===== config.mk =====
export PLATFORM = sky130hd
export DESIGN_NAME = serial_gt_ctrl
export DESIGN_NICKNAME = d
export VERILOG_FILES = /design/src/rtl/serial_gt_ctrl.sv
export SDC_FILE = /design/constraint.sdc
export NUM_CORES = 1
export LEC_CHECK = 0
export BUFFER_PORTS_ARGS = -buffer_cell sky130_fd_sc_hd__buf_4
export CORE_MARGIN = 1
export CORE_UTILIZATION = 46
export DETAILED_ROUTE_END_ITERATION = 16
export GPL_ROUTABILITY_DRIVEN = 0
export PLACE_DENSITY_LB_ADDON = 0.08
export SKIP_CTS_REPAIR_TIMING = 1
export SYNTH_ARGS = -nofsm -noshare
export SYNTH_HDL_FRONTEND = slang
export SYNTH_SLANG_ARGS = --single-unit

===== constraint.sdc =====
create_clock -name clk -period 2.2 [get_ports clk]
set_clock_uncertainty 0.05 [all_clocks]
set_input_delay 0.55 -clock clk [delete_from_list [all_inputs] [get_ports clk]]
set_output_delay 0.55 -clock clk [all_outputs]
set_load 0.005 [all_outputs]

===== src/rtl/serial_gt_ctrl.sv =====
// Serial MSB-first magnitude comparator: one 2-bit slice per clock, with a start/ready/done handshake.
// Result outputs are registered and hold until the next accepted start.
module serial_gt_ctrl #(
   parameter int W          = 16,
   parameter bit EARLY_EXIT = 1'b1,
   localparam int CW        = $clog2(W/2) + 1
) (
   input  logic          clk,
   input  logic          reset,
   input  logic          start,
   input  logic [W-1:0]  a,
   input  logic [W-1:0]  b,
   output logic          ready,
   output logic          done,
   output logic          gt,
   output logic          eq,
   output logic          lt,
   output logic [CW-1:0] cycles
);

   if (W < 2 || (W % 2) != 0) begin : g_bad_width
      $error("serial_gt_ctrl: W must be even and >= 2");
   end

   typedef enum logic [1:0] {S_IDLE, S_COMPARE, S_DONE} state_t;

   localparam logic [CW-1:0] IDX_TOP = CW'(W/2 - 1);

   state_t          state, state_n;
   logic [W-1:0]    sh_a, sh_a_n, sh_b, sh_b_n;
   logic [CW-1:0]   idx, idx_n, cycles_n;
   logic            rec_gt, rec_gt_n, rec_lt, rec_lt_n;
   logic            ready_n, done_n, gt_n, eq_n, lt_n;
   logic            s_gt, s_lt;
   logic [1:0]      sa, sb;

   assign sa = sh_a[W-1 -: 2];
   assign sb = sh_b[W-1 -: 2];

   always_ff @(posedge clk) begin
      if (reset) begin
         state  <= S_IDLE;
         sh_a   <= '0;
         sh_b   <= '0;
         idx    <= '0;
         rec_gt <= 1'b0;
         rec_lt <= 1'b0;
         ready  <= 1'b0;
         done   <= 1'b0;
         gt     <= 1'b0;
         eq     <= 1'b0;
         lt     <= 1'b0;
         cycles <= '0;
      end else begin
         state  <= state_n;
         sh_a   <= sh_a_n;
         sh_b   <= sh_b_n;
         idx    <= idx_n;
         rec_gt <= rec_gt_n;
         rec_lt <= rec_lt_n;
         ready  <= ready_n;
         done   <= done_n;
         gt     <= gt_n;
         eq     <= eq_n;
         lt     <= lt_n;
         cycles <= cycles_n;
      end
   end

   always_comb begin
      state_n  = state;
      sh_a_n   = sh_a;
      sh_b_n   = sh_b;
      idx_n    = idx;
      rec_gt_n = rec_gt;
      rec_lt_n = rec_lt;
      ready_n  = 1'b0;
      done_n   = 1'b0;
      gt_n     = gt;
      eq_n     = eq;
      lt_n     = lt;
      cycles_n = cycles;
      s_gt     = 1'b0;
      s_lt     = 1'b0;
      case (state)
         S_IDLE: begin
            // ready is still low on the first cycle out of reset, so start is ignored there
            if (ready && start) begin
               sh_a_n   = a;
               sh_b_n   = b;
               idx_n    = IDX_TOP;
               rec_gt_n = 1'b0;
               rec_lt_n = 1'b0;
               gt_n     = 1'b0;
               eq_n     = 1'b0;
               lt_n     = 1'b0;
               cycles_n = '0;
               state_n  = S_COMPARE;
            end else begin
               ready_n = 1'b1;
            end
         end
         S_COMPARE: begin
            s_gt     = !(rec_gt || rec_lt) && (sa > sb);
            s_lt     = !(rec_gt || rec_lt) && (sa < sb);
            rec_gt_n = rec_gt || s_gt;
            rec_lt_n = rec_lt || s_lt;
            cycles_n = cycles + CW'(1);
            if ((EARLY_EXIT && (s_gt || s_lt)) || idx == '0) begin
               state_n = S_DONE;
               done_n  = 1'b1;
               gt_n    = rec_gt_n;
               lt_n    = rec_lt_n;
               eq_n    = !(rec_gt_n || rec_lt_n);
            end else begin
               sh_a_n = sh_a << 2;
               sh_b_n = sh_b << 2;
               idx_n  = idx - CW'(1);
            end
         end
         S_DONE: begin
            state_n = S_IDLE;
            ready_n = 1'b1;
         end
         default: state_n = S_IDLE;
      endcase
   end

endmodule

* After elaboration in Yosys (flattened, before gate mapping)
Cells that the tools add are included.
** Storage, ports and cells
- Flip-flop bits (word level) :: 49
- Input port bits :: 35
- Output and inout port bits :: 9
** Operators by class
- Add/sub/neg operators :: 2
- Order comparisons :: 2
- Eq/ne operators :: 5
- Muxes and demuxes :: 26
- Bitwise gates (word level) :: 1
- Reduce and logical (&&, ||, !) cells :: 19
** Operators with widths (count)
- $mux 16 :: 4
- $pmux 16 s2 :: 2
- $pmux 4 s2 :: 2
- $mux 4 :: 3
- $pmux 1 s2 :: 6
- $logic_or 1x1->1 :: 6
- $mux 1 :: 6
- $ne 2x2->1 const B :: 3
- $reduce_and 3->1 :: 2
- $add 4x1->4 const B :: 1
- $logic_not 4->1 :: 1
- $mux 2 :: 2
- $pmux 2 s2 :: 1
- $reduce_and 2->1 :: 2
- $sub 4x1->4 const B :: 1
- $logic_and 1x1->1 :: 3
- $eq 2x1->1 const B :: 1
- $eq 2x2->1 const B :: 1
- $gt 2x2->1 :: 1
- $logic_not 1->1 :: 2
- $logic_not 2->1 :: 1
- $lt 2x2->1 :: 1
- $reduce_bool 2->1 :: 1
- $reduce_or 2->1 :: 1
- $not 1->1 :: 1

* Longest topological paths before layout
- Word-level depth :: 8
- Gate-level depth with buffers :: 9
- Mapped depth without buffers :: 7

* Least setup slack after synthesis
Ideal clock, no wire load.
- Path type :: reg-to-reg
- Start point :: register idx[0]
- End point :: register idx[3]
- Arrival :: 1636 ps
- Required time :: 2021 ps
- Path slack :: 385 ps
- Stages on the path, launching flop included :: 10
- Path buffers :: 2
- Clock period less this slack :: 1815 ps
- Path through :: dfxtp_1 -> inv_1 -> ha_1 -> nor3b_1 -> nand2b_1 -> or2_1 -> buf_4 -> buf_6 -> o21ai_0 -> o41ai_2
** Between the ends
- Longest elaborated chain between the ends :: 4
** RTL lines
- start, declared :: line 31 : logic [CW-1:0] idx, idx_n, cycles_n;
- start signal, assigned :: line 58 : idx <= idx_n;
- parallel branches: the longest is 4 deep, another holds $sub 4x1->4
Several ways; the timed one is not identified. The select of a mux whose other input is x is not followed.
A chain may end at the register's enable or synchronous reset.

* Worst setup path after layout
- Start point :: register sh_b[15]
- End point :: register idx[2]
** Between the ends
- Longest elaborated chain between the ends :: 6
** RTL lines
- start, declared :: line 30 : logic [W-1:0] sh_a, sh_a_n, sh_b, sh_b_n;
- start signal, assigned :: line 57 : sh_b <= sh_b_n;
- $gt 2x2->1 / $lt 2x2->1 (equally long branches) :: line 104, 105
- $logic_and 1x1->1 (on tied branches) :: line 104, 105
- $logic_or 1x1->1 * (2 in series) :: line 109 : if ((EARLY_EXIT && (s_gt || s_lt)) || idx == '0) begin
- $ne 2x2->1 (no line) *
- $reduce_and 3->1 (no line) *
Mark *: on every way between the ends. The rest lies on a longest branch, timed or not.

==> results.cfg <==
[critical_path]
crit_path_start = sh_b[15]
crit_end = idx[2]
crit_required_ns = 2.36
r2r-end = idx[2]
path_buf_inv = 3
reg2reg_depth = 8
worst_path_most_repeated_cell = buf_4
slowest_stage = dfxtp_1
cp.arrival_ns = 2.08
crit_type = flip-flop to flip-flop
critPathMaxStageDelay_ns = 0.34
reg2reg_slack_ns = 0.28
start_kind = flip-flop
path_delay_family = compound AO/OA/AOI/OAI gates
critical_path.endpoint_type = flip-flop
r2r-start = sh_b[15]
path_cells = inv_1, ha_1, a311oi_2, buf_4, o21ai_2, buf_4, a21oi_1, a311oi_1
cp.depth = 8
cp_max_fo = 30

[cts]
cts_buffers = 5
clockRootBuffer = clkbuf_8
clockBufferDepth = 2
clkLatencyLatePin_ns = 0.30
tritoncts = yes
path_clk_slew_ns = 0.09
clkSinkCount = 49
h-tree-depth = 2

[yosys]
yosysTopAreaCell = dfxtp_1
ys_seq_elements = 49
ys_seq_area_share_pct = 44.67
synth-warning-count = 0
syn_area_per_cell_um2 = 8.446
synth_cells = 260
ys_types = 33
synth_nets = 299
synth.area.top_cells = dfxtp_1 (45%), nor2_1 (16%), nor4_2 (13%)
netlist_area_um2 = 2196
synth_top_area_share_pct = 44.67

[layout]
n_antenna_cell = 0
fillers = 440
final_common_cell = nor2_1
drive_gt1_share_pct = 27.81
syn_to_final_growth_pct = 20.68
nets = 340
multi_input_area_um2 = 1109
final_area_um2 = 2650
layout_common_cells = nor2_1 (96), dfxtp_1 (49), buf_4 (49), nor4_2 (22), a21oi_1 (11)
seq_area_um2 = 980.9

[floorplanning]
die_h_um = 71.09
dieArea_um2 = 5054
rows = 24
core_area_um2 = 4474
fp.dieW_um = 71.09
ios = 44
start_util_pct = 49.08

[run]
cap_viol_max_count = 0

[pwr]
leakage_nw = 1.145
ir_drop_uv = 574.6
p_per_area_nw_per_um2 = 743.3

[global_route]
top_usage_layer = met2
grt_max_degree = 36
grt_usage_pct = 19.43
antenna_found_initial = 0
met2_usage_pct = 32.48
grt_overflow = 0
grt_util_met1_pct = 25.13
grt_pass1_wl_mm = 7.748
first_global_vias = 1759
use_met3_pct = 4.274

[sta]
worst_slew_pin_slew_ns = 0.4956
finalHoldViolations = 0
max_freq_mhz = 520.9
setup_violations = 0
maxSlewHeadroom_pct = 66.84
fin_crit_sh_pct = 87.26
slew_violations = 0
min_period_ns = 1.920
rsz0062_at_grt = false
fin_tns_setup_ns = 0
whs_ns = 0.4232

[drt]
drt-vias-per-instance = 5.186
vias = 1836
drt_iter0_drc = 89
wl_per_cell_um = 12.84
wl_mm = 4.547
drtAntennaViolNets = 0
drc = 4
firstDrtPassIters = 11

[status]
status = complete, but fails checks
violations = design-rule violations

[min_path]
hold_class = flip-flop to flip-flop

[placement]
place_area_um2 = 2549
portBuffers = 43
dpl.hpwl_mm = 3.094
-- worst min path at each step --
stage	startpoint	endpoint	slack (ns)	cells past startpoint
6_report	sh_b[0]	sh_b[0]	0.42	2
3_5_place_dp	sh_b[0]	sh_b[0]	0.41	2
5_1_grt	a[0]	sh_a[0]	0.44	3
2_1_floorplan	sh_a[0]	sh_a[0]	0.40	2
3_3_place_gp	sh_a[0]	sh_a[0]	0.41	2
4_1_cts	sh_b[0]	sh_b[0]	0.42	2
-- Yosys cell counts (all sizes together) --
library cell  instances
or2                   1
a311oi                2
a32oi                 1
and3b                 1
ha                    4
a21o                  2
nor3                  5
o41ai                 1
nand2                 7
inv                   7
a22oi                 3
buf                   7
nand3b                1
nand2b                5
nor4                 29
mux2                  1
and2b                 1
nor3b                 2
a22o                  2
nor2                 96
a21oi                11
dfxtp                49
o21ai                 4
nand3                 7
clkbuf                8
a211oi                2
or3                   1
-- layer usage --
| metal | part of all wire [%] | vias to the layer above |
|---|---|---|
| met4 | 0.84 | 0 |
| met5 | 0 | - |
| li1 | - | 969 |
| met1 | 50 | 833 |
| met2 | 45 | 30 |
| met3 | 3.7 | 4 |
-- cell families (layout without fill, tap and decap cells) --
group | after synthesis | in the layout | share of synthesized area (%)
AND/OR/NAND/NOR | 156 | 156 | 38.69
AO/OA/AOI/OAI | 28 | 28 | 8.831
flip-flops | 49 | 49 | 44.67
buffers and inverters | 22 | 64 | 5.014
adder cells (fa/ha/maj) | 4 | 4 | 2.279
multiplexers | 1 | 1 | 0.5128
-- worst min-delay path: cells and delay by family (launching register included) --
kind | cells | cell delay [ns]
AOI/OAI and AO/OA | 1 | 0.06
DFF | 1 | 0.32
and+or+nand+nor | 1 | 0.06
-- sequential cells by signal, indices dropped and copies added (netlist names), 2 cells and up --
signal,count
cycles,4
sh_a,16
sh_b,16
state,2
idx,4
-- power by group --
group | switching (mW) | internal, mW | leakage [nW]
Combinational | 0.211 | 0.175 | 0.689
Clock | 0.289 | 0.285 | 0.0542
Sequential | 0.0456 | 0.964 | 0.401
-- layout make-up --
| type | instances | share of cell area (%) |
|---|---|---|
| Multi-Input combinational cell | 189 | 41.83 |
| Timing Repair Buffer | 49 | 13.88 |
| Tap cell | 52 | 2.455 |
| Clock inverter | 1 | 0.1889 |
| Sequential cell | 49 | 37.02 |
| Inverter | 7 | 0.9915 |
| Clock buffer | 7 | 3.636 |
-- through the flow --
stage                     util, %  setup slack, ns  cells  power (mW)
after CTS                   59.23           0.2710    354       1.986
after detailed placement    56.96           0.3156    346       1.418
final                       59.23           0.2803    354       1.970
after global placement      56.96           0.3405    346       1.411
after floorplan                 -           0.3845    260       1.290
after global routing        59.23           0.1015    354       2.077
(Power assumes the default switching activity.)
